<file path="src/rtl/reg_pipe_pkg.sv">
// Shared constants and helpers for the reg_pipe elastic register pipeline.
// Default geometry plus the occupancy counter width function.
package reg_pipe_pkg;

  localparam int WL_DEF    = 8;
  localparam int DEPTH_DEF = 3;

  function automatic int cw_f(input int depth);
    return $clog2(depth + 1);
  endfunction

endpackage

</file>
<file path="src/rtl/reg_pipe_stage.sv">
// One elastic pipeline slot: data + valid register with ready chaining.
// Data only loads on a valid incoming word, so it holds across bubbles.
module reg_pipe_stage #(
  parameter int             WL      = 8,
  parameter logic [WL-1:0]  RST_VAL = '0
) (
  input  logic          clk,
  input  logic          rst,
  input  logic          flush,
  input  logic [WL-1:0] d_in,
  input  logic          v_in,
  input  logic          ready_nxt,
  output logic [WL-1:0] d,
  output logic          v,
  output logic          v_nxt,
  output logic          ready
);

  assign ready = !v | ready_nxt;

  always_comb begin
    v_nxt = v;
    if (!rst || flush)
      v_nxt = 1'b0;
    else if (ready)
      v_nxt = v_in;
  end

  always_ff @(posedge clk) begin
    v <= v_nxt;
    if (!rst)
      d <= RST_VAL;
    else if (!flush && ready && v_in)
      d <= d_in;
  end

endmodule

</file>
<file path="src/rtl/reg_pipe.sv">
// Elastic valid/ready register pipeline of DEPTH stages.
// Ready ripples back combinationally; data and valid move forward registered.
module reg_pipe
  import reg_pipe_pkg::*;
#(
  parameter int            WL      = WL_DEF,
  parameter int            DEPTH   = DEPTH_DEF,
  parameter logic [WL-1:0] RST_VAL = '0
) (
  input  logic                       clk,
  input  logic                       rst,
  input  logic                       flush,
  input  logic                       in_valid,
  input  logic signed [WL-1:0]       in,
  output logic                       in_ready,
  output logic                       out_valid,
  output logic signed [WL-1:0]       out,
  input  logic                       out_ready,
  output logic [cw_f(DEPTH)-1:0]     count
);

  localparam int CW = cw_f(DEPTH);

  // Index 0 is the upstream port; index i+1 is the output of stage i.
  logic [WL-1:0]  dch [DEPTH+1];
  logic           vch [DEPTH+1];
  logic           rdy [DEPTH+1];
  logic [DEPTH-1:0] vn;
  logic [CW-1:0]  cnt_n;

  assign dch[0]     = in;
  assign vch[0]     = in_valid;
  assign rdy[DEPTH] = out_ready;

  assign in_ready  = rdy[0] & !flush;
  assign out       = dch[DEPTH];
  assign out_valid = vch[DEPTH];

  for (genvar i = 0; i < DEPTH; i++) begin : g_stage
    reg_pipe_stage #(
      .WL      (WL),
      .RST_VAL (RST_VAL)
    ) u_stage (
      .clk       (clk),
      .rst       (rst),
      .flush     (flush),
      .d_in      (dch[i]),
      .v_in      (vch[i]),
      .ready_nxt (rdy[i+1]),
      .d         (dch[i+1]),
      .v         (vch[i+1]),
      .v_nxt     (vn[i]),
      .ready     (rdy[i])
    );
  end

  always_comb begin
    cnt_n = '0;
    for (int i = 0; i < DEPTH; i++)
      cnt_n = cnt_n + CW'(vn[i]);
  end

  always_ff @(posedge clk) begin
    if (!rst)
      count <= '0;
    else
      count <= cnt_n;
  end

endmodule

</file>
<file path="config.mk">
export PLATFORM = sky130hd
export DESIGN_NAME = reg_pipe
export DESIGN_NICKNAME = d
export VERILOG_FILES = /design/src/rtl/reg_pipe_pkg.sv /design/src/rtl/reg_pipe_stage.sv /design/src/rtl/reg_pipe.sv
export SDC_FILE = /design/constraint.sdc
export NUM_CORES = 1
export LEC_CHECK = 0
export CAP_MARGIN = 10
export CORE_UTILIZATION = 44
export CTS_BUF_LIST = sky130_fd_sc_hd__clkbuf_16
export CTS_CLUSTER_DIAMETER = 40
export DETAILED_ROUTE_END_ITERATION = 6
export GPL_TIMING_DRIVEN = 1
export PLACE_DENSITY = 0.78
export SYNTH_ARGS = -nofsm -noshare
export SYNTH_HDL_FRONTEND = slang
export SYNTH_SLANG_ARGS = --single-unit
</file>
<file path="constraint.sdc">
create_clock -name clk -period 1.75 [get_ports clk]
set_clock_uncertainty 0.2 [all_clocks]
set_input_delay 0.2625 -clock clk [delete_from_list [all_inputs] [get_ports clk]]
set_output_delay 0.2625 -clock clk [all_outputs]
set_load 0.05 [all_outputs]
</file>
# Word-level counts from Yosys, hierarchy flattened
# Index checks and enable logic that the tools add are counted.
word_totals:
  regBits: 29
  input_bits: 13
  output_inout_bits: 12
  elab_cells: 31
op_classes:
  addsub: 2
  mux: 6
  bitwise_logic: 4
  reduce_logical: 12
ops:
  columns: ["op", "n"]
  rows:
  - ["$logic_and A1 B1 Y1", 6]
  - ["$mux W1", 6]
  - ["$logic_not A1 Y1", 5]
  - ["$or A1 B1 Y1", 3]
  - ["$add A1 B1 Y2", 1]
  - ["$add A2 B1 Y2", 1]
  - ["$and A1 B1 Y1", 1]
  - ["$logic_or A1 B1 Y1", 1]

# Longest topological paths before layout
logic_depth:
  ltp_word: 8
  depth_mapped: 6
  ltp_nobuf: 5

# Cells and area by module
# From an unflattened synthesis, not the netlist that was laid out.
hier_totals:
  hier_cells: 129
  hier_area_um2: 1234.9
by_module_without_submodules:
  columns: ["module", "n_inst", "cells_per_inst", "area_each_um2", "seq_area_each_um2"]
  rows:
  - ["reg_pipe_stage", 3, 41, 382.9, 180.2]
  - ["reg_pipe", 1, 6, 86.3, 40.0]

# Worst setup path before layout
# Ideal clock, no wire load.
synth_timing:
  path_kind: "register -> register"
  startpoint: "reg g_stage[2].u_stage.v"
  endpoint: "reg count[0]"
  setup_ps: 115
  arrival_time_ps: 1917
  t_required_ps: 1435
  path_slack_ps: -482
  stages_incl_launch_ff: 7
  n_path_buf: 1
  synth_period_minus_slack_ps: 2232
  cell_sequence: "dfxtp_1 > nor2b_4 > buf_2 > nand3_1 > a21oi_1 > fa_1 > and2_1"
synth_via:
  elab_chain_cells: 8
  elab_cells_between_ends: 12
  cone_classes: "add/sub (2); mux (6); bitwise (3); reduce/logical (1)"
synth_lines:
  columns: ["item", "line", "text"]
  rows:
  - ["start, declared", "reg_pipe_stage.sv:14", "output logic v,"]
  - ["start signal, assigned", "reg_pipe_stage.sv:30", "v <= v_nxt;"]
  - ["$logic_not A1 Y1", "reg_pipe_stage.sv:19", "assign ready = !v | ready_nxt;"]
  - ["$or A1 B1 Y1 (3 in series)", "reg_pipe_stage.sv:19", null]
  - ["$mux W1", "reg_pipe_stage.sv:25", "else if (ready)"]
  - ["$mux W1", "reg_pipe_stage.sv:23", "if (!rst || flush)"]
  - ["via g_stage[0].u_stage.v_nxt", "reg_pipe_stage.sv:15", "output logic v_nxt,"]
  - ["$add A1 B1 Y2", "reg_pipe.sv:60", "cnt_n = cnt_n + CW'(vn[i]);"]
  - ["$add A2 B1 Y2", "reg_pipe.sv:60", null]
  - ["via cnt_n[0]", "reg_pipe.sv:29", "logic [CW-1:0] cnt_n;"]
  - ["end signal, assigned", "reg_pipe.sv:67", "count <= cnt_n;"]
  - ["end, declared", "reg_pipe.sv:19", "output logic [cw_f(DEPTH)-1:0] count"]
# The timed path passes the listed nets, and every way through them passes these cells.
# A chain may end at the register's enable or synchronous reset.

# Worst setup path after layout
# Same ends and word-level chain as after synthesis.

==> results.toml <==
[timing]
worst_pin_slew_ns = 0.510
setup_viol = 2
post-route-period-util_pct = 101
hold_ws_ns = 0.262
fin_setup_tns_ns = -0.0183
layout_setup_ws_ns = -0.0169
drv_slew = 0
slew_headroom_pct = 66.0
layout_min_cycle_time_ns = 1.77
timing.fmax_mhz = 566
hold_viol = 0
rsz0062_at_grt = "true"

[place]
place_congestion = 0.813
dp_hpwl_um = 1570
io_buffers = 24
place_worst_setup_slack_ns = -0.461
place_inst = 173

[synthesis]
ys.flop_type = "dfxtp_1"
synth_area_leader_cell = "dfxtp_1"
ys_top_cells_by_area = "dfxtp_1, mux2i_1, nand2_1"
post_synth_and_or_nand_nor_area_fraction_pct = 16.4
synth_seq_cells = 29
synth_top_family_by_area = "simple AND/OR/NAND/NOR gates"
syn_inst = 130
synth_mux_area_share_pct = 13.2
yosysUniqueCellTypes = 22
synth_area_um2 = 1210
ys_seq_area_share_pct = 47.8
avgSynthCellArea_um2 = 9.34
ys_warn_count = 0
synth-compound-area-share_pct = 11.1
yosys.area.top_type_share_pct = 47.8
syn_nets = 144
async_reset_ff_share_pct = 0
synth_edf_count = 0
synth_xor_area_share_pct = 0
synth_fa_ha_area_share_pct = 1.65
post-synth-top-count-cell = "dfxtp_1"
ys_top_cells_by_count = "dfxtp_1, nand2_1, mux2i_1"

[global_route]
antenna_found_initial = 0
grt_usage_pct = 19.3
overflow = 0
first_global_vias = 844
grt_pass1_wl_um = 3830
grt_start_max_net_pins = 35

[routing]
ant_nets = 0
finalWirelength_um = 2250
vias = 909
dr.pass1.iters = 4
route.detailed.drc = 0
post_drt_wl_per_cell_um = 12.4
viasPerCell = 5.02
drtIter0Drc = 11

[floorplan]
rows = 18
die_y_um = 54.5
ios = 25
core_area_um2 = 2540
start_util_pct = 47.7
die_x_um = 54.5
dieArea_um2 = 2970

[power]
seqPwrFrac_pct = 43.3
p_leak_nw = 0.701
switching_share_pct = 20.9
ir_worst_vdd_v = 0.000908
p_per_area_nw_per_um2 = 972
p_clk_share_pct = 49.7
pwr-share-comb_pct = 7.0
switchingPower_uw = 328
internal_power_mw = 1.24

[cts]
htree_levels = 2
cts_tree = "yes"
cts_inserted_buffers = 5
clkSinkCount = 29
cts_setup_buffers = 0
ctsHoldBuffers = 0
clock-root-buffer = "clkbuf_16"
clk_path_buf_depth = 2
clk-insertion-delay-late_ns = 0.27
clk_pin_slew_ns = 0.05

[setup_path]
crit_arrival_ns = 1.73
critPathMaxFanout = 5
reg2reg_depth = 5
end_kind = "register"
crit_required_ns = 1.71
crit_type = "register to register"
start_kind = "register"
r2r_setup_slack_ns = -0.02

[cells_and_area]
fin_nets = 164
drive_gt1_share_pct = 23.2
area_growth_pct = 33.1
postLayoutCoreUtil_pct = 63.5
regArea_um2 = 584
multiInputGateArea_um2 = 574
diodes = 0
n_fill_cell = 214
fin_cells = 181

[outcome]
status = "complete, but fails checks"
violations = "negative setup slack"

[worst_hold_path]
hold_depth = 2
hold_class = "register to register"

[flow_run]
cap_viol_max_count = 0
-- cells by family (layout without fill, tap and decap cells) --
logic type / Yosys count / in the layout
buffers and inverters: 20 / 41
AND/OR/NAND/NOR: 43 / 43
AO/OA/AOI/OAI: 21 / 21
flip-flops: 29 / 29
multiplexers: 16 / 16
adder cells (fa/ha/maj): 1 / 1
-- per-layer routing --
metal,up-vias,wire length (um),global-route usage [%],share of wire (%)
met5,-,0,0,0
met1,407,1030,24.4,46
li1,466,-,-,-
met2,30,1050,28.7,46
met4,0,45,8.97,2.0
met3,6,130,7.50,5.8
-- cell usage in the layout (no fill, tap or decap), types with 2 or more instances in the layout --
cell type	instances
dfxtp_1	28
nand2_1	24
buf_4	18
mux2i_1	16
clkdlybuf4s50_1	11
nand3_1	8
o21ai_0	8
a21boi_0	8
clkbuf_16	5
nor2_4	2
inv_1	2
clkinv_1	2
-- sequential cells by signal, indices dropped and copies added (netlist names) --
name,count
g_stage.u_stage.d,24
g_stage.u_stage.v,3
count,2
-- power by group through the flow --
stage          clock [mW]  combinational (mW)  sequential [mW]
2_1_floorplan           0              0.0527            0.694
3_3_place_gp            0              0.0988            0.691
3_5_place_dp            0               0.102            0.691
4_1_cts             0.800               0.104            0.679
5_1_grt             0.844               0.119            0.680
6_report            0.780               0.110            0.680
-- path summary, 6_finish.rpt --
kind                                         startpoint                       to
worst max-delay path               g_stage[2].u_stage.v                 count[0]
worst min register to register  g_stage[1].u_stage.d[4]  g_stage[1].u_stage.d[4]
worst min-delay path            g_stage[1].u_stage.d[4]  g_stage[1].u_stage.d[4]
worst max register to register     g_stage[2].u_stage.v                 count[0]
-- what timing repair did --
action / in CTS / in global routing
setup endpoints to repair: 3 / 2
resized for setup: 5 / 8
pin swaps: 1 / 3
-- critical path: stages (launching register included) --
cell,delay (ns)
dfxtp_4,0.34
nor2b_4,0.21
nand3_2,0.11
a21oi_4,0.18
fa_1,0.44
and2_4,0.17
-- cell type report --
class	count	area share, %
timing repair buffer	31	17.0
tap	30	2.32
clock inverter	3	0.775
multi-input combinational	81	35.6
sequential	29	36.2
clock buffer	5	7.75
inverter	2	0.465
-- per-stage QoR --
| step | total power [mW] | area [um^2] |
|---|---|---|
| finish | 1.57 | 1620 |
| global route | 1.64 | 1620 |
| CTS | 1.58 | 1580 |
| detailed placement | 0.793 | 1430 |
| global placement | 0.790 | 1430 |
| floorplan | 0.747 | 1220 |
Power figures use the tool's default switching activity.
==> RTL change, RTL diff (same settings) <==
The output `count` loses its register stage (`count` becomes a continuous assignment).
--- a/src/rtl/reg_pipe.sv
+++ b/src/rtl/reg_pipe.sv
@@ -61,10 +61,5 @@
   end
 
-  always_ff @(posedge clk) begin
-    if (!rst)
-      count <= '0;
-    else
-      count <= cnt_n;
-  end
+  assign count = cnt_n;
 
 endmodule
Check against the original RTL: not equivalent (a bounded check fails within 4 cycles, from zero or initial values and one cycle with rst low).
==> RTL change against the original RTL <==
The run still ends with setup timing left; final cell count fell by 2.2%; wire length decreased by 6.2%; synthesized cell count shrank 3.8%; die area decreased by 4.6%; sequential cell count shrank 2; design area is 5.0% lower; area after synthesis fell by 4.7%; critical path depth unchanged; power fell by 20%; worst setup slack lost 0.41 ns; largest cell class unchanged.
==> RTL change: results (changes against the original RTL) <==
| Metric | Value |
|---|---|
| Outcome | finished with violations |
| Violated checks | setup timing |
| CP delay by family, top | adder cells |
| Internal power | 0.994 mW (-20%) |
| Largest cells by area after synthesis | dfxtp_1 (47%), mux2i_1 (14%), nand2_1 (7.8%), a21boi_0 (5.2%), buf_4 (5.2%) |
| Mux contribution to synthesized area | 13.9% (+0.66 points) |
| Post-synth ARST share | 0% (unchanged) |
| GPL Wtd Cong | 0.724 (-11%) |
| Pleak | 0.674 nW (-3.7%) |
| Worst slack, placed | -0.560 ns (-0.0991 ns) |
| Vias in the first global route | 825 (-2.3%) |
| IO buf count | 24 (unchanged) |
| Total setup buffers inserted after CTS | 1 (+1) |
| Peak VDD IR | 0.652 mV (-28%) |
| CP arrival | around 1.7 ns |
| Synth unique cells | 21 (-4.5%) |
| Top flop regs | g_stage.u_stage.d x24, g_stage.u_stage.v x3 |
| Relative slew slack | 73.1% (+7.0 points) |
| Post-synth top cells | dfxtp_1 (27), nand2_1 (24), mux2i_1 (16) |
| Synth Area in Adders | 1.73% (+0.082 points) |
| Global-route wire length before repair | 3.38 mm (-12%) |
| Longest Clk Path Bufs | 2 (unchanged) |
| Placed Cells | 171 (-1.2%) |
| Htree depth | 1 (-1) |
| Pwr dens | 814 nW/um^2 (-16%) |
| Layout cells sized above 1 | 25.2% (+2.0 points) |
| Slowest-stage cell, CP | fa_2 |
| DP Area | 1420 um^2 (about the same) |
| CP max stage delay | 0.47 ns (+0.03 ns) |
| CTS buffer count | 3 (-2) |
| Antenna Cells | 0 (unchanged) |
| DR pass1 iterations | 4 (unchanged) |
| 1st-iter DRT viols | 21 (+10) |
| Hold_ws | 0.264 ns (+0.00180 ns) |
| XOR/XNOR share of the synthesized area | 0% (unchanged) |
| All-Layer GR Usage | 16.5% (-2.9 points) |
| Compound-Gate Fraction of Synth Area | 11.7% (+0.55 points) |
| Non-Filler Instances | 177 (-2.2%) |
| Internal reg-to-reg setup slack | 0.04 ns (+0.06 ns) |
| Final Hold Vio Count | 0 (unchanged) |
| Via Count | 897 (-1.3%) |
| Cells after synthesis | 125 (-3.8%) |
| Min setup slack post-route | -0.428 ns (-0.411 ns) |
| Fin nets | 162 (-1.2%) |
| Hold WC Path Type | reg -> reg |
| Register area share after synthesis | 46.8% (-1.1 points) |
| Power Sequential | 0.631 mW (-7.2%) |
| Hpwl dp | 1.56 mm (-0.18%) |
| Syn_nets | 139 (-3.5%) |
| Detailed Route WL | 2.11 mm (-6.2%) |
| Endpoints failing setup | 3 (+1) |
| Largest family of logic cells by synthesized area | simple AND/OR/NAND/NOR gates |
| Clock-net power | 0.506 mW (-35%) |
| Largest net degree at the start of global routing | 33 (-5.7%) |
| Setup TNS | -0.783 ns (-0.765 ns) |
-- RTL change: layout make-up --
class	instances	area [um^2]
inverters	2	7.51
multi-input cells	79	538
well taps	30	37.5
clock buffers	3	75.1
repair buffers	35	328
fillers	222	942
flip-flops and latches	27	544
clock inverters	1	5.00
-- RTL change: final timing paths --
kind	cells past startpoint	start	end
worst min register to register	2	g_stage[1].u_stage.d[7]	g_stage[1].u_stage.d[7]
worst max-delay path	5	g_stage[2].u_stage.v	count[0]
worst min-delay path	2	g_stage[1].u_stage.d[7]	g_stage[1].u_stage.d[7]
worst max register to register	5	g_stage[2].u_stage.v	g_stage[0].u_stage.d[7]
-- RTL change: routing by layer --
layer	vias up	routed length [um]	GRT usage (%)	part of all wire, %
met1	415	976	19.2	46
met4	0	27	5.26	1.3
met5	-	0	0	0
met3	5	82	4.31	3.9
met2	21	1020	28.7	48
li1	456	-	-	-
